### config.mk
export PLATFORM = sky130hd
export DESIGN_NAME = uart_rx_packet_ctrl
export DESIGN_NICKNAME = d
export VERILOG_FILES = /design/src/rtl/uart_rx_packet_ctrl.sv
export SDC_FILE = /design/constraint.sdc
export NUM_CORES = 1
export LEC_CHECK = 0
export CAP_MARGIN = 20
export CORE_MARGIN = 3
export CORE_UTILIZATION = 62
export DETAILED_ROUTE_END_ITERATION = 7
export MAX_ROUTING_LAYER = met4
export PLACE_DENSITY_LB_ADDON = 0.3
export SLEW_MARGIN = 20
export SYNTH_ARGS = -nofsm -noshare
export SYNTH_HDL_FRONTEND = slang
export SYNTH_SLANG_ARGS = --single-unit
### constraint.sdc
create_clock -name clk -period 3.7 [get_ports clk]
set_input_delay 0.74 -clock clk [delete_from_list [all_inputs] [get_ports clk]]
set_output_delay 0.74 -clock clk [all_outputs]
set_load 0.03 [all_outputs]
### src/rtl/uart_rx_packet_ctrl.sv
// UART byte-stream packet framer: SYNC, LEN, payload, XOR checksum.
// Holds one checked packet in a register buffer until the consumer releases it.
module uart_rx_packet_ctrl #(
    parameter logic [7:0] SYNC_BYTE = 8'hA5,
    parameter int          MAX_LEN   = 8,
    parameter int          TIMEOUT   = 1000
) (
    input  logic       clk,
    input  logic       reset,
    input  logic [7:0] rx_byte,
    input  logic       rx_ready,
    output logic       pkt_valid,
    input  logic       pkt_ready,
    output logic [3:0] pkt_len,
    input  logic [3:0] rd_addr,
    output logic [7:0] rd_data,
    output logic       err_csum,
    output logic       err_len,
    output logic       err_timeout,
    output logic       overrun
);

    localparam int             AW      = (MAX_LEN > 1) ? $clog2(MAX_LEN) : 1;
    localparam int             CW      = $clog2(TIMEOUT + 1);
    localparam logic [CW-1:0]  TO_LAST = CW'(TIMEOUT - 2);
    localparam logic [7:0]     MAX_B   = 8'(MAX_LEN);
    localparam logic [4:0]     MAX_A   = 5'(MAX_LEN);

    typedef enum logic [2:0] {
        S_IDLE,
        S_LEN,
        S_PAYLOAD,
        S_CSUM,
        S_HOLD
    } state_t;

    state_t          r_state;
    logic            r_rdy_d;
    logic            r_armed;
    logic [CW-1:0]   r_cnt;
    logic [7:0]      r_csum;
    logic [3:0]      r_len;
    logic [3:0]      r_idx;
    logic            r_valid;
    logic            r_err_csum;
    logic            r_err_len;
    logic            r_err_to;
    logic            r_ovr;
    logic [7:0]      r_buf [MAX_LEN];

    logic            w_evt;
    logic            w_tmo;
    logic            w_len_bad;
    logic            w_wr;
    logic            w_rd_ok;

    // r_armed blocks a level that was already high when reset released
    assign w_evt     = rx_ready & ~r_rdy_d & r_armed;
    assign w_tmo     = ~w_evt & (r_cnt == TO_LAST);
    assign w_len_bad = (rx_byte == 8'd0) || (rx_byte > MAX_B);
    assign w_wr      = w_evt & (r_state == S_PAYLOAD);
    assign w_rd_ok   = {1'b0, rd_addr} < MAX_A;

    assign pkt_valid   = r_valid;
    assign pkt_len     = r_len;
    assign err_csum    = r_err_csum;
    assign err_len     = r_err_len;
    assign err_timeout = r_err_to;
    assign overrun     = r_ovr;
    assign rd_data     = w_rd_ok ? r_buf[rd_addr[AW-1:0]] : 8'h00;

    always_ff @(posedge clk) begin
        if (w_wr) begin
            r_buf[r_idx[AW-1:0]] <= rx_byte;
        end
    end

    always_ff @(posedge clk) begin
        if (reset) begin
            r_state    <= S_IDLE;
            r_rdy_d    <= 1'b0;
            r_armed    <= 1'b0;
            r_cnt      <= '0;
            r_csum     <= 8'h00;
            r_len      <= 4'd0;
            r_idx      <= 4'd0;
            r_valid    <= 1'b0;
            r_err_csum <= 1'b0;
            r_err_len  <= 1'b0;
            r_err_to   <= 1'b0;
            r_ovr      <= 1'b0;
        end else begin
            r_rdy_d    <= rx_ready;
            r_armed    <= r_armed | ~rx_ready;
            r_err_csum <= 1'b0;
            r_err_len  <= 1'b0;
            r_err_to   <= 1'b0;
            r_ovr      <= 1'b0;

            // inter-byte watchdog, shared by the three in-packet states
            if (r_state == S_LEN || r_state == S_PAYLOAD || r_state == S_CSUM) begin
                if (w_evt) begin
                    r_cnt <= '0;
                end else if (w_tmo) begin
                    r_cnt <= '0;
                end else begin
                    r_cnt <= r_cnt + 1'b1;
                end
            end else begin
                r_cnt <= '0;
            end

            case (r_state)
                S_IDLE: begin
                    if (w_evt && rx_byte == SYNC_BYTE) begin
                        r_state <= S_LEN;
                    end
                end
                S_LEN: begin
                    if (w_evt) begin
                        r_len  <= rx_byte[3:0];
                        r_csum <= rx_byte;
                        r_idx  <= 4'd0;
                        if (w_len_bad) begin
                            r_err_len <= 1'b1;
                            r_state   <= S_IDLE;
                        end else begin
                            r_state <= S_PAYLOAD;
                        end
                    end else if (w_tmo) begin
                        r_err_to <= 1'b1;
                        r_state  <= S_IDLE;
                    end
                end
                S_PAYLOAD: begin
                    if (w_evt) begin
                        r_csum <= r_csum ^ rx_byte;
                        r_idx  <= r_idx + 4'd1;
                        if (r_idx == r_len - 4'd1) begin
                            r_state <= S_CSUM;
                        end
                    end else if (w_tmo) begin
                        r_err_to <= 1'b1;
                        r_state  <= S_IDLE;
                    end
                end
                S_CSUM: begin
                    if (w_evt) begin
                        if (rx_byte == r_csum) begin
                            r_valid <= 1'b1;
                            r_state <= S_HOLD;
                        end else begin
                            r_err_csum <= 1'b1;
                            r_state    <= S_IDLE;
                        end
                    end else if (w_tmo) begin
                        r_err_to <= 1'b1;
                        r_state  <= S_IDLE;
                    end
                end
                S_HOLD: begin
                    if (w_evt) begin
                        r_ovr <= 1'b1;
                    end
                    if (pkt_ready) begin
                        r_valid <= 1'b0;
                        r_state <= S_IDLE;
                    end
                end
                default: begin
                    r_state <= S_IDLE;
                end
            endcase
        end
    end

endmodule

==> flow_metrics.py <==
metrics = {
    "clock_network": {
        "htreeDepth": 3,
        "cts_root_buf": "clkbuf_8",
        "cts_made_buffers": 9,
        "path_clk_slew_ns": 0.09,
        "cts_tree": "built",
        "clock_latency_ns": 0.36,
        "clockBufferDepth": 2,
        "clock-sinks": 100,
    },
    "die": {
        "die_h_um": 89.1,
        "dieArea_um2": 7930,
        "io_pins": 33,
        "fp-row-count": 29,
        "coreArea_um2": 6530,
        "fp.dieW_um": 89.1,
        "initial_utilization_pct": 65.5,
    },
    "synth": {
        "synth_fp_nets": 351,
        "syn_avg_cell_area_um2": 12.9,
        "synth-seq-area-share_pct": 61.8,
        "postSynthCellCount": 331,
        "synth_cell_types": 42,
        "syn-cell-area_um2": 4280,
        "yosysWarnings": 0,
        "ys_ff_latch": 100,
    },
    "route": {
        "via_count": 2696,
        "drt-met1-wl_um": 3460,
        "first_pass_iters": 5,
        "route.detailed.drc": 0,
        "dr.max_layer_used": "met4",
        "routed_wl_um": 8070,
        "avgViaCountPerCell": 6.04,
        "routedWlPerCell_um": 18.1,
        "ant_nets": 0,
        "wl_met3_um": 412,
        "route.met2.wl_um": 4090,
        "drt_iter0_drc": 198,
    },
    "cells_and_area": {
        "final_cell_mix": "edfxtp_1, dfxtp_1, clkdlybuf4s50_1",
        "drive_above_1_share_pct": 13.0,
        "finalNonFillerCells": 446,
        "area_growth_syn_to_layout_pct": 14.2,
        "n_antenna_cell": 0,
        "final_common_cell": "edfxtp_1",
        "final_area_um2": 4890,
        "final_util_pct": 74.8,
        "nNetsFinal": 384,
    },
    "timing": {
        "finalMaxSlewViolations": 0,
        "period_minus_slack_ns": 3.55,
        "fmax_ghz": 0.281,
        "final.setup.worst_slack_ns": 0.148,
        "finClkSkew_ns": 0.0148,
        "post-route-period-util_pct": 96.0,
        "tns_ns": 0,
        "rsz0062_at_grt": "no",
        "slew_headroom_pct": 45.9,
        "hold_viol": 0,
        "finalSetupViolCount": 0,
        "tightest_slew_ns": 0.811,
    },
    "placed_design": {
        "place_area_um2": 4690,
        "io_buffers": 32,
        "dp_cells": 430,
        "dp_slack_ns": 0.0928,
        "gp_routability_congestion": 0.850,
        "hpwl_um": 5410,
    },
    "grt": {
        "grt_use_total_pct": 22.8,
        "grt_pass1_vias": 2645,
        "grt_pass1_wl_um": 13100,
        "grt_max_degree": 24,
        "grt-ovfl-total": 0,
        "antenna_found_initial": 0,
    },
    "worst_setup_path": {
        "path_class": "input port to output pin",
        "cp.arrival_ns": 2.81,
        "worstSetupEndpointType": "output pin",
        "cp-startpoint": "rd_addr[0]",
        "required_ns": 2.96,
        "start_kind": "input port",
        "worstPathMaxFanout": 16,
        "timing.rr.start": "r_state[1]$_SDFFE_PP0P_",
    },
    "power": {
        "p_per_area_nw_per_um2": 402,
        "cellLeakagePower_nw": 1.57,
        "peakVddDrop_v": 0.000231,
    },
    "min_path": {
        "hp-class": "register to register",
        "worstHoldStart": "pkt_valid$_SDFFE_PP0P_",
    },
    "job": {
        "cap_viol_max_count": 0,
    },
    "status": {
        "status": "finished clean",
    },
}
## worst max-delay path, stage by stage
cell             delay [ns]
clkdlybuf4s50_1        0.52
buf_12                 0.19
mux4_2                 0.51
mux2i_1                0.20
nor2_1                 0.06
clkdlybuf4s50_1        0.59
## registers in the layout, indices dropped and copies added (netlist names)
name and cells:
pkt_valid 1, r_rdy_d 1, r_buf 64, pkt_len 4
r_csum 8, r_state 3, err_csum 1, r_idx 4
overrun 1, r_cnt 10, err_timeout 1, r_armed 1
err_len 1
## power breakdown
group | leakage [nW] | total, mW | internal (mW) | switching [mW]
sequential | 0.865 | 1.19 | 1.18 | 0.000926
combinational | 0.606 | 0.118 | 0.0541 | 0.0642
clock | 0.0998 | 0.662 | 0.277 | 0.385
## cells by family after synthesis
group	synth area share, %
and+or+nand+nor	14.3
AOI/OAI and AO/OA	4.44
buffers and inverters	3.10
adders and majority gates	1.17
xor gates and xnor gates	4.91
DFF	61.8
muxes	10.3
## metal layers
metal  GRT usage [%]  vias up
li1                -     1294
met1            28.1     1311
met2            38.3       81
met3            4.52       10
met4            7.31        0
met5               -        -
## cells in the mapped netlist
cell type / n / area (um2)
edfxtp_1: 64 / 1920
dfxtp_1: 36 / 721
nor2_1: 27 / 101
nand3_1: 26 / 130
nor3_1: 19 / 95.1
a21oi_1: 18 / 90.1
nand2_1: 18 / 67.6
xnor2_1: 17 / 149
mux4_2: 16 / 360
clkbuf_1: 10 / 37.5
mux2i_1: 8 / 80.1
o21ai_0: 8 / 40.0
inv_1: 7 / 26.3
xor2_1: 7 / 61.3
buf_2: 5 / 25.0
ha_1: 4 / 50.1
nor3b_1: 4 / 30.0
buf_1: 3 / 11.3
nand4_1: 3 / 18.8
nand4b_1: 3 / 26.3
buf_6: 2 / 22.5
clkbuf_2: 2 / 10.0
nand3b_1: 2 / 15.0
nor4_1: 2 / 12.5
or3_1: 2 / 12.5
or4_1: 2 / 15.0
a2111oi_0: 1 / 8.76
a21boi_0: 1 / 7.51
a31o_2: 1 / 8.76
a41oi_1: 1 / 8.76
and3_1: 1 / 6.26
and3b_1: 1 / 8.76
nand2b_1: 1 / 6.26
nor2b_1: 1 / 6.26
nor3_2: 1 / 10.0
nor3b_2: 1 / 12.5
nor4_4: 1 / 21.3
nor4b_1: 1 / 8.76
o2111ai_1: 1 / 8.76
o311ai_0: 1 / 8.76
o31a_1: 1 / 8.76
or3b_1: 1 / 8.76
## repair_timing
item,in CTS,in global routing
setup buffers,0,0
hold buffers,0,0
resized for setup,0,1
setup endpoints to repair,0,1
endpoints found under the hold margin,0,0
## layout make-up
cell class / instances / area [um2]
clock inverters: 6 / 55.1
repair buffers: 44 / 425
well taps: 77 / 96.3
fillers: 412 / 1640
flip-flops and latches: 100 / 2640
multi-input cells: 202 / 1500
clock buffers: 10 / 138
inverters: 7 / 26.3
## worst paths after layout
kind / slack, ns / end / cells past startpoint
hold / removal: 0.45 / pkt_valid$_SDFFE_PP0P_ / 2
setup / recovery: 0.15 / rd_data[1] / 6
setup reg to reg: 1.19 / r_buf[2][6]$_DFFE_PP_ / 5
hold reg to reg: 0.45 / pkt_valid$_SDFFE_PP0P_ / 2
## metrics by stage
step / hold WS [ns] / power, mW
after floorplan: 0.441 / 1.28
after global placement: 0.429 / 1.33
after detailed placement: 0.447 / 1.33
after CTS: 0.462 / 1.98
after global routing: 0.483 / 2.04
final: 0.453 / 1.97
Note: power is estimated with default switching activity, not from simulation.
